## src/rtl/sync_fifo_pkg.sv

```systemverilog
// sync_fifo_pkg: shared defaults and size helpers for the parametrised synchronous FIFO.
//   DEF_DATA_WIDTH / DEF_ADDR_WIDTH : default geometry (16-bit words, 4 entries)
//   depth_of(aw)                    : number of entries for a given pointer width
//   count_width(aw)                 : bits needed to hold an occupancy of 0..depth_of(aw)
package sync_fifo_pkg;

    localparam int unsigned DEF_DATA_WIDTH = 16;
    localparam int unsigned DEF_ADDR_WIDTH = 2;

    function automatic int unsigned depth_of(input int unsigned aw);
        return 32'd1 << aw;
    endfunction

    // One extra bit so that a completely full FIFO (count == depth) is representable.
    function automatic int unsigned count_width(input int unsigned aw);
        return aw + 32'd1;
    endfunction

endpackage

```

## src/rtl/sync_fifo_mem.sv

```systemverilog
// sync_fifo_mem: simple dual-port register array with one write port and one registered
// read port. Storage is not reset; only the read data register is cleared by rst.
//   clk   : clock, rising edge
//   rst   : synchronous active-high reset (clears rdata only)
//   we    : write enable, wdata stored at waddr
//   waddr : write address
//   wdata : write data
//   re    : read enable, rdata loaded from raddr; rdata holds otherwise
//   raddr : read address
//   rdata : registered read data
module sync_fifo_mem
    import sync_fifo_pkg::*;
#(
    parameter int unsigned DATA_WIDTH = DEF_DATA_WIDTH,
    parameter int unsigned ADDR_WIDTH = DEF_ADDR_WIDTH
) (
    input  logic                  clk,
    input  logic                  rst,
    input  logic                  we,
    input  logic [ADDR_WIDTH-1:0] waddr,
    input  logic [DATA_WIDTH-1:0] wdata,
    input  logic                  re,
    input  logic [ADDR_WIDTH-1:0] raddr,
    output logic [DATA_WIDTH-1:0] rdata
);

    localparam int unsigned DEPTH = depth_of(ADDR_WIDTH);

    logic [DATA_WIDTH-1:0] mem_q [DEPTH];

    always_ff @(posedge clk) begin
        if (we) begin
            mem_q[waddr] <= wdata;
        end
    end

    always_ff @(posedge clk) begin
        if (rst) begin
            rdata <= '0;
        end else if (re) begin
            rdata <= mem_q[raddr];
        end
    end

endmodule

```

## src/rtl/sync_fifo_param.sv

```systemverilog
// sync_fifo_param: parametrised single-clock FIFO with occupancy count, programmable
// almost-full/almost-empty thresholds and optional sticky error flags.
// Optional feature macro: SYNC_FIFO_ERR_FLAGS_EN (builds sticky overflow/underflow logic;
// when undefined both flags are tied low).
//   clk           : clock, rising edge
//   rstp          : synchronous active-high reset
//   din / writep  : write data and write request (ignored while full or in reset)
//   readp         : read request (ignored while empty or in reset)
//   dout          : registered read data, valid the cycle after an accepted read
//   emptyp/fullp  : occupancy is 0 / DEPTH
//   almost_emptyp : count <= AE_THRESH
//   almost_fullp  : count >= AF_THRESH
//   count         : occupancy 0..DEPTH
//   overflowp     : sticky, write requested while full
//   underflowp    : sticky, read requested while empty
module sync_fifo_param
    import sync_fifo_pkg::*;
#(
    parameter int unsigned DATA_WIDTH = DEF_DATA_WIDTH,
    parameter int unsigned ADDR_WIDTH = DEF_ADDR_WIDTH,
    parameter int unsigned AF_THRESH  = 3,
    parameter int unsigned AE_THRESH  = 1
) (
    input  logic                  clk,
    input  logic                  rstp,
    input  logic [DATA_WIDTH-1:0] din,
    input  logic                  writep,
    input  logic                  readp,
    output logic [DATA_WIDTH-1:0] dout,
    output logic                  emptyp,
    output logic                  fullp,
    output logic                  almost_emptyp,
    output logic                  almost_fullp,
    output logic [ADDR_WIDTH:0]   count,
    output logic                  overflowp,
    output logic                  underflowp
);

    localparam int unsigned COUNT_W = count_width(ADDR_WIDTH);
    localparam int unsigned DEPTH   = depth_of(ADDR_WIDTH);

    localparam logic [COUNT_W-1:0] DepthLvl = COUNT_W'(DEPTH);
    localparam logic [COUNT_W-1:0] AfLvl    = COUNT_W'(AF_THRESH);
    localparam logic [COUNT_W-1:0] AeLvl    = COUNT_W'(AE_THRESH);

    logic [ADDR_WIDTH-1:0] head_q, tail_q;
    logic [COUNT_W-1:0]    count_q, count_d;
    logic                  empty_q, full_q, aempty_q, afull_q;
    logic                  wr_en, rd_en;

    // Acceptance uses the registered flags; both are masked during reset so memory
    // and dout are left untouched by requests in a reset cycle.
    assign wr_en = writep & ~full_q  & ~rstp;
    assign rd_en = readp  & ~empty_q & ~rstp;

    always_comb begin
        count_d = count_q;
        if (wr_en && !rd_en) begin
            count_d = count_q + COUNT_W'(1);
        end else if (rd_en && !wr_en) begin
            count_d = count_q - COUNT_W'(1);
        end
    end

    // Flags are derived from the next count so they move on the same edge as count.
    always_ff @(posedge clk) begin
        if (rstp) begin
            head_q   <= '0;
            tail_q   <= '0;
            count_q  <= '0;
            empty_q  <= 1'b1;
            full_q   <= 1'b0;
            aempty_q <= 1'b1;
            afull_q  <= 1'b0;
        end else begin
            if (wr_en) begin
                head_q <= head_q + 1'b1;
            end
            if (rd_en) begin
                tail_q <= tail_q + 1'b1;
            end
            count_q  <= count_d;
            empty_q  <= (count_d == '0);
            full_q   <= (count_d == DepthLvl);
            aempty_q <= (count_d <= AeLvl);
            afull_q  <= (count_d >= AfLvl);
        end
    end

    sync_fifo_mem #(
        .DATA_WIDTH (DATA_WIDTH),
        .ADDR_WIDTH (ADDR_WIDTH)
    ) u_mem (
        .clk   (clk),
        .rst   (rstp),
        .we    (wr_en),
        .waddr (head_q),
        .wdata (din),
        .re    (rd_en),
        .raddr (tail_q),
        .rdata (dout)
    );

    assign count         = count_q;
    assign emptyp        = empty_q;
    assign fullp         = full_q;
    assign almost_emptyp = aempty_q;
    assign almost_fullp  = afull_q;

`ifdef SYNC_FIFO_ERR_FLAGS_EN
    logic overflow_q, underflow_q;

    // Sticky: judged on the raw requests against the current flags, cleared only by reset.
    always_ff @(posedge clk) begin
        if (rstp) begin
            overflow_q  <= 1'b0;
            underflow_q <= 1'b0;
        end else begin
            if (writep && full_q) begin
                overflow_q <= 1'b1;
            end
            if (readp && empty_q) begin
                underflow_q <= 1'b1;
            end
        end
    end

    assign overflowp  = overflow_q;
    assign underflowp = underflow_q;
`else
    assign overflowp  = 1'b0;
    assign underflowp = 1'b0;
`endif

endmodule
```

## config.mk

```make
export PLATFORM = sky130hd
export DESIGN_NAME = sync_fifo_param
export DESIGN_NICKNAME = d
export VERILOG_FILES = /design/src/rtl/sync_fifo_pkg.sv /design/src/rtl/sync_fifo_mem.sv /design/src/rtl/sync_fifo_param.sv
export SDC_FILE = /design/constraint.sdc
export NUM_CORES = 1
export LEC_CHECK = 0
export CORE_UTILIZATION = 50
export DETAILED_ROUTE_END_ITERATION = 7
export PLACE_DENSITY_LB_ADDON = 0.08
export REMOVE_ABC_BUFFERS = 1
export SLEW_MARGIN = 20
export SYNTH_ARGS = -nofsm -noshare
export SYNTH_HDL_FRONTEND = slang
export SYNTH_SLANG_ARGS = --single-unit
export TNS_END_PERCENT = 10
```

## constraint.sdc

```tcl
create_clock -name clk -period 3.6 [get_ports clk]
set_input_delay 0.54 -clock clk [delete_from_list [all_inputs] [get_ports clk]]
set_output_delay 0.54 -clock clk [all_outputs]
set_load 0.1 [all_outputs]
```

==> flow_summary.toml <==
[critical_path]
endpoint_kind = "output pin"
path_depth = 1
worstPathRequired_ns = 3.06
path_class = "flip-flop to output pin"
critPathTopFamily = "buffers and inverters"
crit_start = "count[1]"
critPathArrivalTime_ns = 2.04
reg2reg_to = "emptyp"
rrSetupSlack_ns = 1.59
timing.rr.start = "count[0]"
cp-start-kind = "flip-flop"
crit_path_end = "count[1]"
max_stage_delay_ns = 1.19
crit_chain = "clkdlybuf4s50_1"
worst_path_max_delay_cell = "clkdlybuf4s50_1"
reg2reg_depth = 6
worst-path-buf-inv = 1
cp_max_fo = 9

[routing]
routed_wl_mm = 6.17
vias = 1957
drc = 0
first_iter_violations = 50
ant_nets = 0
dr.pass1.iters = 4
viasPerCell = 5.18
detail_route.wl_per_cell_um = 16.3

[final_layout]
n_antenna_cell = 0
fin_cells = 378
areaGrowthSynthToFinish_pct = 20.0
drive_gt1_frac = 0.156
final_nets = 303

[synth]
synth_top_family_by_area = "multiplexers"
synth_xor_area_frac = 0.0123
seq_area_frac_synth = 0.689
muxShareOfSynthArea = 0.104
synthAdderAreaFrac = 0.0210
syn_inst = 232
syn_area_per_cell_um2 = 15.4
yosysUniqueCellTypes = 39
ys_warn_count = 0
yosys.area_share.simple = 0.0921
synth_seq_cells = 91
synth_area_um2 = 3570
synth_compound_area_frac = 0.0497

[clocking]
post_cts_buffers = 0
hold_buffers = 0
cts_tree = "done"
clk_latency_ns = 0.35
postCtsResizedCells = 0
cts-buffers-inserted = 9
cts_root_buf = "clkbuf_8"
path_clk_slew_ns = 0.09
cts_max_level = 3
clock_sinks = 91
clk_path_buf_depth = 2

[outcome]
status = "finished, final reports clean"

[job]
drv_cap = 0

[sta]
max_freq_ghz = 0.388
tightest_slew_ns = 0.978
final.setup_skew_ns = 0.0102
period_needed_ns = 2.58
drv_slew = 0
setup_tns_ns = 0
slew-limit-headroom = 0.346
hold_viol_final = 0
setup_viol = 0
finalCritPeriodShare = 0.716
grt_setup_unrepaired = "no"
hold_slack_ns = 0.455
layout_setup_ws_ns = 1.02

[placed_design]
pre_cts_ws_ns = 1.13
io_buffers = 42
dp.cells = 362
gp_congestion = 0.775
place_hpwl_mm = 3.90

[power_and_ir_drop]
leakage_uw = 0.00141
power_uw = 2950
p_per_area_nw_per_um2 = 689
worst_ir_drop_vdd_v = 0.000314

[floorplanning]
dieArea_um2 = 7490
num_rows = 30
die_x_um = 86.6
core_area_um2 = 6830
die_y_um = 86.6
start_util = 0.523
ios = 45

[grt]
grt_usage = 0.182
grt_pass1_wl_mm = 9.79
grt_max_degree = 21
antenna_found_initial = 0
grt-ovfl-total = 0
first_global_vias = 1948

[hold_path]
min_path_type = "flip-flop to flip-flop"
-- cell families (layout without fill, tap and decap cells) --
family,count (synthesis),after routing
compound gates,28,28
xor+xnor,5,5
fa+ha+maj,6,6
buf+inv,21,70
flops,91,91
mux,17,17
other cells,1,2
simple gates,63,63
-- sequential cells by signal, summed over array words and instances (netlist names) --
name,cells
u_mem.rdata,16
almost_emptyp,1
count,3
tail_q,2
almost_fullp,1
head_q,2
emptyp,1
fullp,1
u_mem.mem_q,64
-- cell usage after synthesis --
cell | count | share of area
buf_1 | 2 | 0.0021
a211o_1 | 1 | 0.0025
a2bb2oi_1 | 1 | 0.0025
nand3_2 | 1 | 0.0028
dfxtp_1 | 27 | 0.15
nand2b_1 | 2 | 0.0035
nand3_4 | 1 | 0.0049
and4b_1 | 1 | 0.0028
mux4_2 | 16 | 0.10
buf_6 | 1 | 0.0031
ha_1 | 6 | 0.021
or4b_1 | 1 | 0.0028
and3b_1 | 1 | 0.0025
and2_1 | 4 | 0.0070
clkbuf_1 | 2 | 0.0021
and4b_4 | 1 | 0.0038
xnor2_1 | 4 | 0.0098
nor3_1 | 3 | 0.0042
mux2i_1 | 1 | 0.0028
a211oi_1 | 2 | 0.0042
o211ai_1 | 1 | 0.0021
or2_1 | 1 | 0.0018
or4bb_1 | 1 | 0.0031
a21oi_1 | 18 | 0.025
inv_1 | 5 | 0.0053
buf_2 | 6 | 0.0084
buf_4 | 5 | 0.011
a211oi_2 | 1 | 0.0035
conb_1 | 1 | 0.0010
nor2_1 | 5 | 0.0053
nor2b_1 | 2 | 0.0035
nand3_1 | 2 | 0.0028
or3_1 | 1 | 0.0018
xor2_1 | 1 | 0.0025
o311ai_0 | 2 | 0.0049
nor4bb_1 | 1 | 0.0028
edfxtp_1 | 64 | 0.54
nand2_1 | 35 | 0.037
a311oi_1 | 2 | 0.0049
-- area by class of cell --
| class | instances | area (um2) |
|---|---|---|
| Sequential cell | 91 | 2460 |
| Timing Repair Buffer | 49 | 473 |
| Inverter | 5 | 18.8 |
| Clock inverter | 6 | 71.3 |
| Fill cell | 544 | 2540 |
| Clock buffer | 10 | 138 |
| Multi-Input combinational cell | 121 | 1010 |
| Tap cell | 96 | 120 |
-- per-stage QoR --
stage | area, um2 | utilization
2_1_floorplan | 3480 | -
3_3_place_gp | 4080 | 0.597
3_5_place_dp | 4080 | 0.597
4_1_cts | 4290 | 0.628
5_1_grt | 4290 | 0.628
6_report | 4290 | 0.628
-- how the worst min path moves through the flow --
stage / start / end / slack, ns / depth (start not counted)
detailed placement: u_mem.rdata[8] / u_mem.rdata[8] / 0.45 / 2
global placement: u_mem.rdata[0] / u_mem.rdata[0] / 0.44 / 2
CTS: u_mem.rdata[8] / u_mem.rdata[8] / 0.46 / 2
floorplan: head_q[1] / head_q[1] / 0.46 / 2
global route: u_mem.rdata[8] / u_mem.rdata[8] / 0.48 / 2
finish: u_mem.rdata[13] / u_mem.rdata[13] / 0.46 / 2
-- cells in the final DEF, fill, tap and decap left out, drive strengths merged, types with 2 or more instances in the layout --
cell / netlist / final
a211oi: 3 / 3
a21oi: 18 / 18
a311oi: 2 / 2
and2: 4 / 4
and4b: 2 / 2
buf: 14 / 7
clkbuf: 2 / 10
clkdlybuf4s50: 0 / 42
clkinv: 0 / 2
conb: 1 / 2
dfxtp: 27 / 27
edfxtp: 64 / 64
ha: 6 / 6
inv: 5 / 7
mux4: 16 / 16
nand2: 35 / 35
nand2b: 2 / 2
nand3: 4 / 4
nor2: 5 / 5
nor2b: 2 / 2
nor3: 3 / 3
o311ai: 2 / 2
xnor2: 4 / 4
-- routing by layer --
layer | global-route usage | vias to the layer above | share of wire
li1 | - | 951 | -
met4 | 0.0636 | 0 | 0.0083
met2 | 0.309 | 46 | 0.51
met5 | 0 | - | 0
met3 | 0.0486 | 5 | 0.038
met1 | 0.227 | 955 | 0.45
-- where the power goes --
group,internal (uW),switching (uW)
clock,347,363
sequential,1210,77.2
combinational,296,657
No activity file was read; power rests on OpenSTA's default activity.
==> variant 1 (config.mk and constraints unchanged) <==
Add a define of `SYNC_FIFO_ERR_FLAGS_EN`.
--- a/src/rtl/sync_fifo_param.sv
+++ b/src/rtl/sync_fifo_param.sv
@@ -13,6 +13,8 @@
 //   count         : occupancy 0..DEPTH
 //   overflowp     : sticky, write requested while full
 //   underflowp    : sticky, read requested while empty
+`define SYNC_FIFO_ERR_FLAGS_EN
+
 module sync_fifo_param
     import sync_fifo_pkg::*;
 #(
Check against the original RTL: not equivalent (a bounded check fails within 4 cycles, from zero or initial values and one cycle with rstp high).
==> variant 1 against the unedited design <==
Worst setup slack got worse by 0.0021 ns. Final area rose by 0.50%. Register-to-register slack worse by 0.08 ns. Sequential cell count increased by 2. Power is 2.0% lower. Wire length up 0.70%. Core utilization about the same. Sequential share of layout area is 0.65 points higher. Synthesized area up 1.0%. Count of clock-buffer cells in the layout unchanged. Die area up 0.98%. Fmax is essentially flat. Critical path depth stayed put. Final cell count increased by 1.6%.
==> variant 1: results (changes against the unedited design) <==
Status
  • Status: completed (unchanged)

Route
  • Initial drt markers: 95 (was 50)
  • Routed WL: 6208 microns (was 6165 microns)
  • Vias/cell: 5.227 (was 5.177)

Power
  • Max IR drop VDD: 0.3193 mV (was 0.3141 mV)
  • Leak Pwr: 1.403 nW (was 1.408 nW)

Clocking
  • Setup Fix Bufs, Post-CTS: 0 (unchanged)
  • # resized after CTS: 0 (unchanged)
  • Htree depth: 3 (unchanged)
  • Root buf cell: clkbuf_8 (unchanged)
  • CTS Buf Count: 9 (unchanged)
  • CTS Buffer Depth: 2 (unchanged)

GRT
  • Vias in the first global route: 1918 (was 1948)
  • Global-route wire length before repair: 9873 microns (was 9791 microns)
  • Total track usage: 0.1833 (was 0.1822)
  • Largest net degree at the start of global routing: 31 (was 21)

Setup path
  • RR Startpoint: count[0] (unchanged)
  • Crit-path max cell delay: 1.20 ns
  • Crit path from: count[1] (unchanged)
  • Crit path arrival time: 2.04 ns (about the same)
  • Critical path fanouts, max: 9 (unchanged)

Placed design
  • Final HPWL DP: 3960 microns (was 3898 microns)
  • Placed insts: 368 (was 362)
  • Number of port buffers: 44 (was 42)
  • Post-DP Area: 4144 sq um (was 4080 sq um)
  • Gp weighted congestion: 0.7683 (was 0.7752)

Hold path
  • Hold path start: u_mem.rdata[12] (was u_mem.rdata[13])

Timing
  • Slew margin rel.: 0.3473 (was 0.3458)
  • Final Skew: 0.01137 ns (was 0.01021 ns)

Logic synthesis
  • Seq/Total Area, Yosys: 0.6930 (was 0.6888)
  • Synth cell types: 37 (was 39)
  • Mux cell area share after synthesis: 0.1026 (was 0.1036)
  • Adder-cell share of the synthesized area: 0.02079 (was 0.02100)
  • EDFF count, synth: 64 (unchanged)
  • Top cells by count, synth: edfxtp_1 (64), nand2_1 (35), dfxtp_1 (29), a21oi_1 (20), mux4_2 (16) (was edfxtp_1 (64), nand2_1 (35), dfxtp_1 (27), a21oi_1 (18), mux4_2 (16))
  • Synth area leaders: edfxtp_1 (53%), dfxtp_1 (16%), mux4_2 (10%), nand2_1 (3.6%), a21oi_1 (2.8%) (was edfxtp_1 (54%), dfxtp_1 (15%), mux4_2 (10%), nand2_1 (3.7%), a21oi_1 (2.5%))
  • XOR/XNOR share of the synthesized area: 0.01213 (was 0.01225)
  • Synth Area in Compound Gates: 0.05198 (was 0.04970)
  • Main flop type after synthesis: edfxtp_1 (unchanged)
  • Average size of a mapped cell: 15.37 sq um (was 15.41 sq um)

Final layout
  • Layout cells sized above 1: 0.1458 (was 0.1560)
  • Final net count: 309 (was 303)
  • Final std cells w/o fill: 384 (was 378)
-- variant 1: cell types whose count changed after synthesis, moves of 2 or more --
cell | before | now
dfxtp_1 | 27 | 29
a21oi_1 | 18 | 20
buf_1 | 2 | 0
nor2_1 | 5 | 7
clkbuf_1 | 2 | 4
buf_4 | 5 | 2
-- variant 1: final timing paths --
check	cells past startpoint	slack, ns	to
worst min register to register	2	0.46	u_mem.rdata[12]
worst max register to register	6	1.51	emptyp
worst max-delay path	1	1.02	count[1]
worst min-delay path	2	0.46	u_mem.rdata[12]
-- variant 1: final cells by class --
| class | count | area, sq um | area share |
|---|---|---|---|
| Clock buffer | 10 | 127.6 | 0.02961 |
| Clock inverter | 6 | 38.79 | 0.008999 |
| Inverter | 5 | 18.77 | 0.004354 |
| Multi-Input combinational cell | 123 | 1010 | 0.2343 |
| Sequential cell | 93 | 2502 | 0.5806 |
| Tap cell | 96 | 120.1 | 0.02787 |
| Timing Repair Buffer | 51 | 493.0 | 0.1144 |
-- variant 1: report_power, final --
part / total, W / switching, W / leakage, nW / internal (W)
sequential: 0.00132 / 0.0000765 / 0.818 / 0.00124
combinational: 0.000982 / 0.000679 / 0.510 / 0.000303
clock: 0.000597 / 0.000348 / 0.0740 / 0.000249
-- variant 1: routing by layer --
layer  up-vias  track usage  share of wire  routed length, microns
met5         -            0              0                       0
met4         0      0.06515          0.013                      78
met3         7      0.05118          0.035                     220
met2        41       0.3021           0.49                    3071
met1       993       0.2340           0.46                    2838
li1        966            -              -                       -
-- variant 1: metrics by stage --
step / util / power [W] / setup WS [ns]
after floorplan: - / 0.002075 / 1.017
after global placement: 0.6033 / 0.002322 / 1.082
after detailed placement: 0.6033 / 0.002329 / 0.9612
after CTS: 0.6275 / 0.002921 / 1.008
after global routing: 0.6275 / 0.003027 / 0.9307
final: 0.6275 / 0.002895 / 1.019
-- variant 1: cells by family (layout without fill, tap and decap cells) --
| logic type | after synthesis | in the layout |
|---|---|---|
| and+or+nand+nor | 65 | 65 |
| buffers and inverters | 19 | 72 |
| DFF | 93 | 93 |
| xor gates and xnor gates | 5 | 5 |
| adders and majority gates | 6 | 6 |
| muxes | 17 | 17 |
| AOI/OAI and AO/OA | 30 | 30 |
==> variant 2 (same flow settings) <==
Made on the original files. Put one more register stage on the output `count`. The value now appears one clock later. The other outputs are not delayed to match.
--- a/src/rtl/sync_fifo_param.sv
+++ b/src/rtl/sync_fifo_param.sv
@@ -101,7 +101,9 @@
         .rdata (dout)
     );
 
-    assign count         = count_q;
+    always_ff @(posedge clk) begin
+        count <= count_q;
+    end
     assign emptyp        = empty_q;
     assign fullp         = full_q;
     assign almost_emptyp = aempty_q;
Function: changed (a bounded check fails within 4 cycles, from zero or initial values and one cycle with rstp high).
==> variant 2 against the unedited design <==
Hold slack lost 0.059 ns. Wire length is 3.5% lower. Final area grew 1.9%. Worst setup slack better by 0.10 ns. Synthesized area rose by 1.8%. Sequential cell count increased by 3. Count of clock-buffer cells in the layout is the same. Power rose by 1.5%. Global-route usage is 0.44 points lower. Largest cell class unchanged. Highest routed layer unchanged.
==> variant 2: results (changes against the unedited design) <==
Final layout
  • Biggest regs: u_mem.mem_q (64), u_mem.rdata (16) (was u_mem.mem_q (64), u_mem.rdata (16), count (3))
  • Layout cells sized above 1: 0.1690 (was 0.1560)
  • Fill cells: 540 (was 544)
  • Final net count: 305 (was 303)
  • Final std cells w/o fill: 380 (was 378)
  • Area Growth Syn to Fin: 20.04% (was 19.99%)

Clocking
  • # resized after CTS: 0 (unchanged)
  • Root buf cell: clkbuf_8 (unchanged)
  • Setup Fix Bufs, Post-CTS: 0 (unchanged)
  • Htree depth: 3 (unchanged)
  • CTS Buffer Depth: 2 (unchanged)

Setup path
  • Crit path arrival time: 1.94 ns (was 2.04 ns)
  • Critical path fanouts, max: 8 (was 9)
  • Crit-path max cell delay: 1.17 ns (was 1.19 ns)
  • Crit path max-delay family: buffers and inverters (unchanged)

Timing
  • Final Skew: 0.01310 ns (was 0.01021 ns)
  • Slew margin rel.: 0.3457 (was 0.3458)

Logic synthesis
  • Top cells by count, synth: edfxtp_1 (64), nand2_1 (35), dfxtp_1 (30), a21oi_1 (18), mux4_2 (16) (was edfxtp_1 (64), nand2_1 (35), dfxtp_1 (27), a21oi_1 (18), mux4_2 (16))
  • Synth area leaders: edfxtp_1 (53%), dfxtp_1 (17%), mux4_2 (9.9%), nand2_1 (3.6%), a21oi_1 (2.5%) (was edfxtp_1 (54%), dfxtp_1 (15%), mux4_2 (10%), nand2_1 (3.7%), a21oi_1 (2.5%))
  • Synth cell types: 39 (unchanged)
  • XOR/XNOR share of the synthesized area: 0.01203 (was 0.01225)
  • Adder-cell share of the synthesized area: 0.02063 (was 0.02100)
  • Synth Area in Compound Gates: 0.05019 (was 0.04970)
  • Synth Instances: 234 (was 232)
  • Mux cell area share after synthesis: 0.1018 (was 0.1036)
  • EDFF count, synth: 64 (unchanged)
  • Seq/Total Area, Yosys: 0.6930 (was 0.6888)

Placed design
  • Pre-CTS WS: 1.108 ns (was 1.127 ns)
  • Final HPWL DP: 3732 microns (was 3898 microns)
  • Gp weighted congestion: 0.7553 (was 0.7752)
  • Post-DP Area: 4161 sq um (was 4080 sq um)
  • Placed insts: 364 (was 362)

Power
  • Seq pwr share: 0.446 (was 0.437)
  • Switching share of power: 0.3651 (was 0.3714)
  • Leak Pwr: 1.427 nW (was 1.408 nW)
  • Max IR drop VDD: 0.2865 mV (was 0.3141 mV)
  • Internal: 0.001903 W (was 0.001857 W)
  • Combinational power: 0.000959 W (was 0.000953 W)

Route
  • DRT Pass-1 Iters: 6 (was 4)
  • Detail Route Antenna Nets: 0 (unchanged)
  • Via Count: 1964 (was 1957)
  • Routed WL: 5947 microns (was 6165 microns)
  • Initial drt markers: 59 (was 50)

GRT
  • Largest net degree at the start of global routing: 25 (was 21)
  • Vias in the first global route: 1945 (was 1948)
  • Total track usage: 0.1778 (was 0.1822)
  • Global-route wire length before repair: 9846 microns (was 9791 microns)

Status
  • Status: completed (unchanged)

Job
  • MaxCap Viol Count: 0 (unchanged)
==> variant 2: layout make-up <==
type                    instances  share of cell area
inverters                       5            0.004296
multi-input cells             120              0.2351
flip-flops and latches         94              0.5773
clock inverters                 6             0.01604
well taps                      96             0.02749
repair buffers                 49              0.1082
clock buffers                  10             0.03150
==> variant 2: worst paths after layout <==
| check | from | slack, ns | depth (start not counted) | end |
|---|---|---|---|---|
| setup / recovery | fullp | 1.12 | 1 | fullp |
| hold / removal | count_q[2] | 0.40 | 0 | count[2] |
| setup reg to reg | count_q[0] | 1.68 | 6 | emptyp |
| hold reg to reg | count_q[2] | 0.40 | 0 | count[2] |
==> variant 2: metal layers <==
layer  vias to the layer above  part of all wire  GRT usage
li1                        956                 -          -
met1                       955              0.44     0.2203
met2                        43              0.51     0.3068
met3                        10             0.034    0.03507
met4                         0             0.015    0.07154
met5                         -                 0          0
